## config.mk

```make
export PLATFORM = sky130hd
export DESIGN_NAME = pipeline_hazard_ctrl
export DESIGN_NICKNAME = d
export VERILOG_FILES = /design/src/rtl/pipeline_hazard_ctrl.sv
export SDC_FILE = /design/constraint.sdc
export NUM_CORES = 1
export LEC_CHECK = 0
export ABC_AREA = 0
export CORE_MARGIN = 3
export CORE_UTILIZATION = 30
export CTS_CLUSTER_SIZE = 14
export DETAILED_ROUTE_END_ITERATION = 12
export PLACE_DENSITY_LB_ADDON = 0.25
export SYNTH_ARGS = -nofsm -noshare
export SYNTH_HDL_FRONTEND = slang
export SYNTH_SLANG_ARGS = --single-unit
```

## constraint.sdc

```tcl
create_clock -name CLK -period 4.3 [get_ports CLK]
set_input_delay 1.29 -clock CLK [delete_from_list [all_inputs] [get_ports CLK]]
set_output_delay 1.29 -clock CLK [all_outputs]
set_load 0.01 [all_outputs]
```

## src/rtl/pipeline_hazard_ctrl.sv

```systemverilog
// Hazard/stall controller for the 5-stage pipeline: latch enables, flushes, PC select,
// data-miss stall with watchdog. Define HAZARD_PERF_EN to add stall/flush counters.
module pipeline_hazard_ctrl #(
  parameter int REGW       = 5,
  parameter int LU_BUBBLES = 1,
  parameter int TMO_W      = 8
) (
  input  logic            CLK,
  input  logic            nRST,
  input  logic            ihit,
  input  logic            dhit,
  input  logic            mem_req,
  input  logic [REGW-1:0] id_rs,
  input  logic            id_rs_used,
  input  logic [REGW-1:0] id_rt,
  input  logic            id_rt_used,
  input  logic            ex_load,
  input  logic [REGW-1:0] ex_rd,
  input  logic            ex_wr,
  input  logic            jump_id,
  input  logic            jr_id,
  input  logic            br_taken,
  output logic [4:0]      stage_en,
  output logic [2:0]      stage_fl,
  output logic [1:0]      pc_sel,
  output logic            hazard_err
`ifdef HAZARD_PERF_EN
  ,
  output logic [31:0]     stall_cnt,
  output logic [31:0]     flush_cnt
`endif
);

  typedef enum logic [1:0] {
    RUN     = 2'd0,
    DSTALL  = 2'd1,
    LUSTALL = 2'd2
  } state_t;

  localparam logic [TMO_W-1:0] TMO_MAX = '1;
  localparam logic [1:0]       LU_INIT = 2'(LU_BUBBLES - 1);

  state_t           r_state, w_state_nxt;
  logic [1:0]       r_lu_cnt, w_lu_cnt_nxt;
  logic             r_lu_resume, w_lu_resume_nxt;
  logic [TMO_W-1:0] r_tmo, w_tmo_nxt;
  logic             r_herr, w_herr_nxt;

  logic [4:0] w_en;
  logic [2:0] w_fl;
  logic [1:0] w_pc;
  logic       w_miss;
  logic       w_lu_hit;
  logic       w_jr_hit;
  logic       w_ld_use;
  logic       w_do_run;
  logic       w_do_lu;

  assign w_miss   = mem_req & ~dhit;
  assign w_lu_hit = ex_load && (ex_rd != '0) &&
                    ((id_rs_used && (id_rs == ex_rd)) || (id_rt_used && (id_rt == ex_rd)));
  assign w_jr_hit = jr_id && ex_wr && (ex_rd == id_rs) && (id_rs != '0);
  assign w_ld_use = w_lu_hit | w_jr_hit;

  always_comb begin
    w_en            = '0;
    w_fl            = '0;
    w_pc            = '0;
    w_state_nxt     = r_state;
    w_lu_cnt_nxt    = r_lu_cnt;
    w_lu_resume_nxt = r_lu_resume;
    w_tmo_nxt       = r_tmo;
    w_herr_nxt      = r_herr;
    w_do_run        = 1'b0;
    w_do_lu         = 1'b0;

    case (r_state)
      RUN, LUSTALL: begin
        if (w_miss) begin
          w_state_nxt     = DSTALL;
          w_tmo_nxt       = '0;
          w_lu_resume_nxt = (r_state == LUSTALL);
        end else if (r_state == LUSTALL) begin
          w_do_lu = 1'b1;
        end else begin
          w_do_run = 1'b1;
        end
      end
      DSTALL: begin
        if (!dhit) begin
          if (r_tmo != TMO_MAX) w_tmo_nxt = r_tmo + 1'b1;
          if (w_tmo_nxt == TMO_MAX) w_herr_nxt = 1'b1;
        end else begin
          // the miss resolves this cycle; pick up where the pipeline was before it
          w_lu_resume_nxt = 1'b0;
          if (r_lu_resume) w_do_lu = 1'b1;
          else             w_do_run = 1'b1;
        end
      end
      default: w_state_nxt = RUN;
    endcase

    if (w_do_lu) begin
      w_en        = {ihit, ihit, 3'b000};
      w_fl        = {1'b0, ihit, 1'b0};
      w_state_nxt = LUSTALL;
      if (ihit) begin
        w_lu_cnt_nxt = r_lu_cnt - 2'd1;
        if (r_lu_cnt == 2'd1) w_state_nxt = RUN;
      end
    end

    if (w_do_run) begin
      w_state_nxt = RUN;
      if (mem_req && dhit && !ihit) begin
        w_en = 5'b10000;
        w_fl = 3'b100;
      end else if (br_taken) begin
        if (ihit) begin
          w_pc = 2'd3;
          w_en = 5'b11001;
          w_fl = 3'b011;
        end
      end else if (w_ld_use) begin
        w_en = {ihit, ihit, 3'b000};
        w_fl = {1'b0, ihit, 1'b0};
        if (ihit && (LU_BUBBLES > 1)) begin
          w_lu_cnt_nxt = LU_INIT;
          w_state_nxt  = LUSTALL;
        end
      end else if (jump_id || jr_id) begin
        if (ihit) begin
          w_pc = jump_id ? 2'd2 : 2'd1;
          w_en = 5'b11101;
          w_fl = 3'b001;
        end
      end else begin
        w_en = {5{ihit}};
      end
    end
  end

  always_ff @(posedge CLK or negedge nRST) begin
    if (!nRST) begin
      r_state     <= RUN;
      r_lu_cnt    <= '0;
      r_lu_resume <= 1'b0;
      r_tmo       <= '0;
      r_herr      <= 1'b0;
    end else begin
      r_state     <= w_state_nxt;
      r_lu_cnt    <= w_lu_cnt_nxt;
      r_lu_resume <= w_lu_resume_nxt;
      r_tmo       <= w_tmo_nxt;
      r_herr      <= w_herr_nxt;
    end
  end

  assign stage_en   = nRST ? w_en : '0;
  assign stage_fl   = nRST ? w_fl : '0;
  assign pc_sel     = nRST ? w_pc : '0;
  assign hazard_err = nRST & r_herr;

`ifdef HAZARD_PERF_EN
  logic [31:0] r_stall_cnt;
  logic [31:0] r_flush_cnt;

  always_ff @(posedge CLK or negedge nRST) begin
    if (!nRST) begin
      r_stall_cnt <= '0;
      r_flush_cnt <= '0;
    end else begin
      if (!w_en[0]) r_stall_cnt <= r_stall_cnt + 32'd1;
      if (|w_fl)    r_flush_cnt <= r_flush_cnt + 32'd1;
    end
  end

  assign stall_cnt = r_stall_cnt;
  assign flush_cnt = r_flush_cnt;
`endif

endmodule
```

==> results.py <==
metrics = {
    "logic_synthesis": {
        "synthArstFlopShare_pct": 100,
        "synth_edf_count": 0,
        "synth_nets": 162,
        "yosysSeqAreaShare_pct": 31.2,
        "yosysUniqueCellTypes": 49,
        "ys.flop_type": "dfrtp_1",
        "ys_ff_latch": 14,
        "avgSynthCellArea_um2": 8.45,
        "netlist.area_leader.share_pct": 31.2,
        "yosys-top-cells-area": "dfrtp_1 (31%), xnor2_1 (9.4%), a21oi_1 (4.9%), nand2_1 (4.0%), and2_1 (2.8%)",
        "yosysWarnings": 0,
        "syn_area_mm2": 0.00112,
        "synth_top_area_cell": "dfrtp_1",
        "netlist_instances": 133,
    },
    "final_layout": {
        "final.fill_count": 337,
        "drive_above_1_share_pct": 30.2,
        "stdcell_count": 238,
        "antenna_cells": 0,
        "design_area_mm2": 0.00180,
        "final_util_pct": 52.0,
        "nets": 222,
        "area_delta_synth_final_pct": 60.6,
    },
    "hold_path": {
        "min-delay-path-class": "register to register",
    },
    "clocking": {
        "insertion_delay_ps": 240,
        "numCtsBuffers": 3,
        "clkSinkCount": 14,
        "clockBufferDepth": 2,
        "postCtsHoldBufs": 0,
        "ctsHtreeMaxLevel": 1,
        "root_buffer": "clkbuf_8",
        "tritoncts": "yes",
        "clkTransAtPathRegs_ps": 60,
    },
    "critical_path": {
        "slowest_delay_ps": 540,
        "path_class": "input pin to primary output",
        "cp.required_ps": 3010,
        "cp-start-kind": "input pin",
        "cpMostUsedCell": "or4_4",
        "cp_slowest_cell": "or4_4",
        "crit_arrival_ps": 2950,
        "path_cells": "clkbuf_2 -> or4_4 -> o21ai_4 -> or4_4 -> or4b_4 -> o22ai_2 -> buf_2",
        "crit_fanout": 3,
        "cp-end-kind": "primary output",
    },
    "power": {
        "intPower_mw": 0.325,
        "p_total_mw": 0.464,
        "max-vdd-ir-drop_v": 0.000226,
        "p_leak_nw": 0.812,
        "combPwrFrac_pct": 36.2,
        "pwr-share-clk_pct": 27.3,
        "seqPwrFrac_pct": 36.5,
        "powerDensity_mw_per_mm2": 257,
        "p_sw_share_pct": 29.9,
        "p_switching_mw": 0.139,
    },
    "sta": {
        "hold_viol": 0,
        "tightestPinTransition_ps": 534,
        "tns_ps": 0,
        "slew_viol_final": 0,
        "finClkSkew_ps": 3.68,
        "setup_viol": 0,
        "relSlewSlack_pct": 64.3,
        "max_freq_ghz": 0.236,
        "period_minus_slack_ps": 4240,
        "period_share_pct": 98.7,
    },
    "flow_run": {
        "cap_violations": 0,
    },
    "global_routing": {
        "grt_max_degree": 17,
        "grt-ovfl-total": 0,
        "grt_pass1_wl_um": 5230,
        "grt_pass1_vias": 1220,
        "track_usage_pct": 14.8,
        "antenna_found_initial": 0,
    },
    "route": {
        "drt-pass1-iter-count": 4,
        "wl_per_cell_um": 14.0,
        "vias": 1219,
        "ant_nets": 0,
        "drt-total-wl_um": 3330,
        "drt_iter0_drc": 28,
        "routed_via_density": 5.12,
        "drc": 0,
    },
    "floorplanning": {
        "die_area_mm2": 0.00452,
        "io_pins": 38,
        "initial_utilization_pct": 32.4,
        "core_area_mm2": 0.00347,
        "num_rows": 21,
        "fp.dieW_um": 67.2,
        "die_h_um": 67.2,
    },
    "outcome": {
        "status": "finished, final reports clean",
    },
    "placed_design": {
        "place_hpwl_um": 2490,
        "dp_cells": 232,
        "routabilityCongestion": 0.860,
        "placed_cell_area_mm2": 0.00168,
        "port-buffer-count": 37,
    },
}
==> per-stage QoR <==
stage / hold WS (ps) / setup slack, ps
global route: 495 / -4.62
floorplan: 429 / 356
finish: 461 / 55.5
CTS: 465 / -84.3
global placement: 452 / -642
detailed placement: 453 / -653
==> worst paths after layout <==
path	start	end	slack, ps	cells past startpoint
max	id_rs[4]	pc_sel[1]	60	7
min	r_herr$_DFFE_PN0P_	r_herr$_DFFE_PN0P_	460	1
max reg2reg	r_tmo[0]$_DFFE_PN0P_	r_herr$_DFFE_PN0P_	2240	6
min reg2reg	r_herr$_DFFE_PN0P_	r_herr$_DFFE_PN0P_	460	1
max in group asynchronous	nRST	r_tmo[2]$_DFFE_PN0P_	2670	2
min in group asynchronous	nRST	r_tmo[3]$_DFFE_PN0P_	1460	2
==> worst max-delay path: cells and delay by family <==
kind                   cells  cell delay (ps)
buffers and inverters      2              250
AND/OR/NAND/NOR            3             1150
AO/OA/AOI/OAI              2              270
==> per-layer routing <==
metal / routed length (um) / share of wire, % / GRT usage [%]
met3: 182 / 5.5 / 2.83
met4: 16 / 0.48 / 3.80
met2: 1740 / 52 / 27.0
met1: 1390 / 42 / 17.7
met5: 0 / 0 / 0
==> synth_stat cells, types with 2 or more instances <==
| library cell | number |
|---|---|
| or4_1 | 2 |
| inv_1 | 8 |
| nor3b_1 | 2 |
| o22ai_1 | 3 |
| nand2b_1 | 3 |
| and2_1 | 5 |
| nor2_1 | 8 |
| nand3_1 | 4 |
| nor3_1 | 3 |
| mux2_2 | 2 |
| nand4_1 | 2 |
| xnor2_1 | 12 |
| a41oi_1 | 2 |
| o22a_1 | 2 |
| nand2_1 | 12 |
| ha_1 | 2 |
| o21ai_0 | 3 |
| a21oi_1 | 11 |
| nor2b_1 | 2 |
| buf_2 | 2 |
| a21o_1 | 2 |
| dfrtp_1 | 14 |
==> state kept, by name, summed over array words and instances (netlist names) <==
register / cells
r_herr: 1
r_lu_resume: 1
r_lu_cnt: 2
r_tmo: 8
r_state: 2
==> what timing repair did <==
item / in CTS / in global routing
setup endpoints to repair: 10 / 7
buffers inserted: 1 / 1
gates resized for setup: 46 / 19
gates cloned: 0 / 0
pin swaps: 8 / 8
==> kinds of logic (layout without fill, tap and decap cells) <==
| family | after synthesis | after routing | synth area share (%) |
|---|---|---|---|
| AOI/OAI and AO/OA | 40 | 40 | 25.9 |
| DFF | 14 | 14 | 31.2 |
| muxes | 2 | 2 | 2.00 |
| adders and majority gates | 2 | 2 | 2.23 |
| xor gates and xnor gates | 12 | 12 | 9.35 |
| buffers and inverters | 12 | 71 | 4.23 |
| and+or+nand+nor | 51 | 51 | 25.1 |
==> layout make-up <==
type | count | area (um2) | share of cell area, %
clock buffer | 4 | 55.1 | 3.05
inverter | 9 | 33.8 | 1.87
multi-input combinational | 107 | 815 | 45.1
sequential | 14 | 350 | 19.4
tap | 46 | 57.6 | 3.19
timing repair buffer | 58 | 493 | 27.3
==> power by group through the flow <==
stage / logic [mW] / registers [mW] / clock network (mW)
2_1_floorplan: 0.0852 / 0.167 / 0
3_3_place_gp: 0.158 / 0.169 / 0
3_5_place_dp: 0.163 / 0.171 / 0
4_1_cts: 0.162 / 0.169 / 0.130
5_1_grt: 0.185 / 0.172 / 0.137
6_report: 0.168 / 0.169 / 0.127
==> placed cells by master (no fill, tap or decap), types with 2 or more instances in the layout <==
cell type,Yosys,routed
a211oi_2,1,2
a21o_1,2,2
a21oi_1,11,9
a21oi_2,0,2
and2_1,5,5
buf_2,2,5
buf_4,0,20
clkbuf_2,0,3
clkbuf_8,0,4
clkdlybuf4s15_1,0,3
clkdlybuf4s15_2,0,2
clkdlybuf4s50_1,0,17
dfrtp_1,14,14
dlygate4sd2_1,0,5
dlymetal6s2s_1,0,2
ha_1,2,2
inv_1,8,8
mux2_2,2,2
nand2_1,12,12
nand2b_1,3,3
nand3_1,4,4
nand4_1,2,2
nor2_1,8,8
nor2b_1,2,2
nor3_1,3,3
o21ai_0,3,3
o22a_1,2,2
o22ai_1,3,2
or4_4,1,3
xnor2_1,12,10
xnor2_2,0,2
Power figures use the tool's default switching activity.
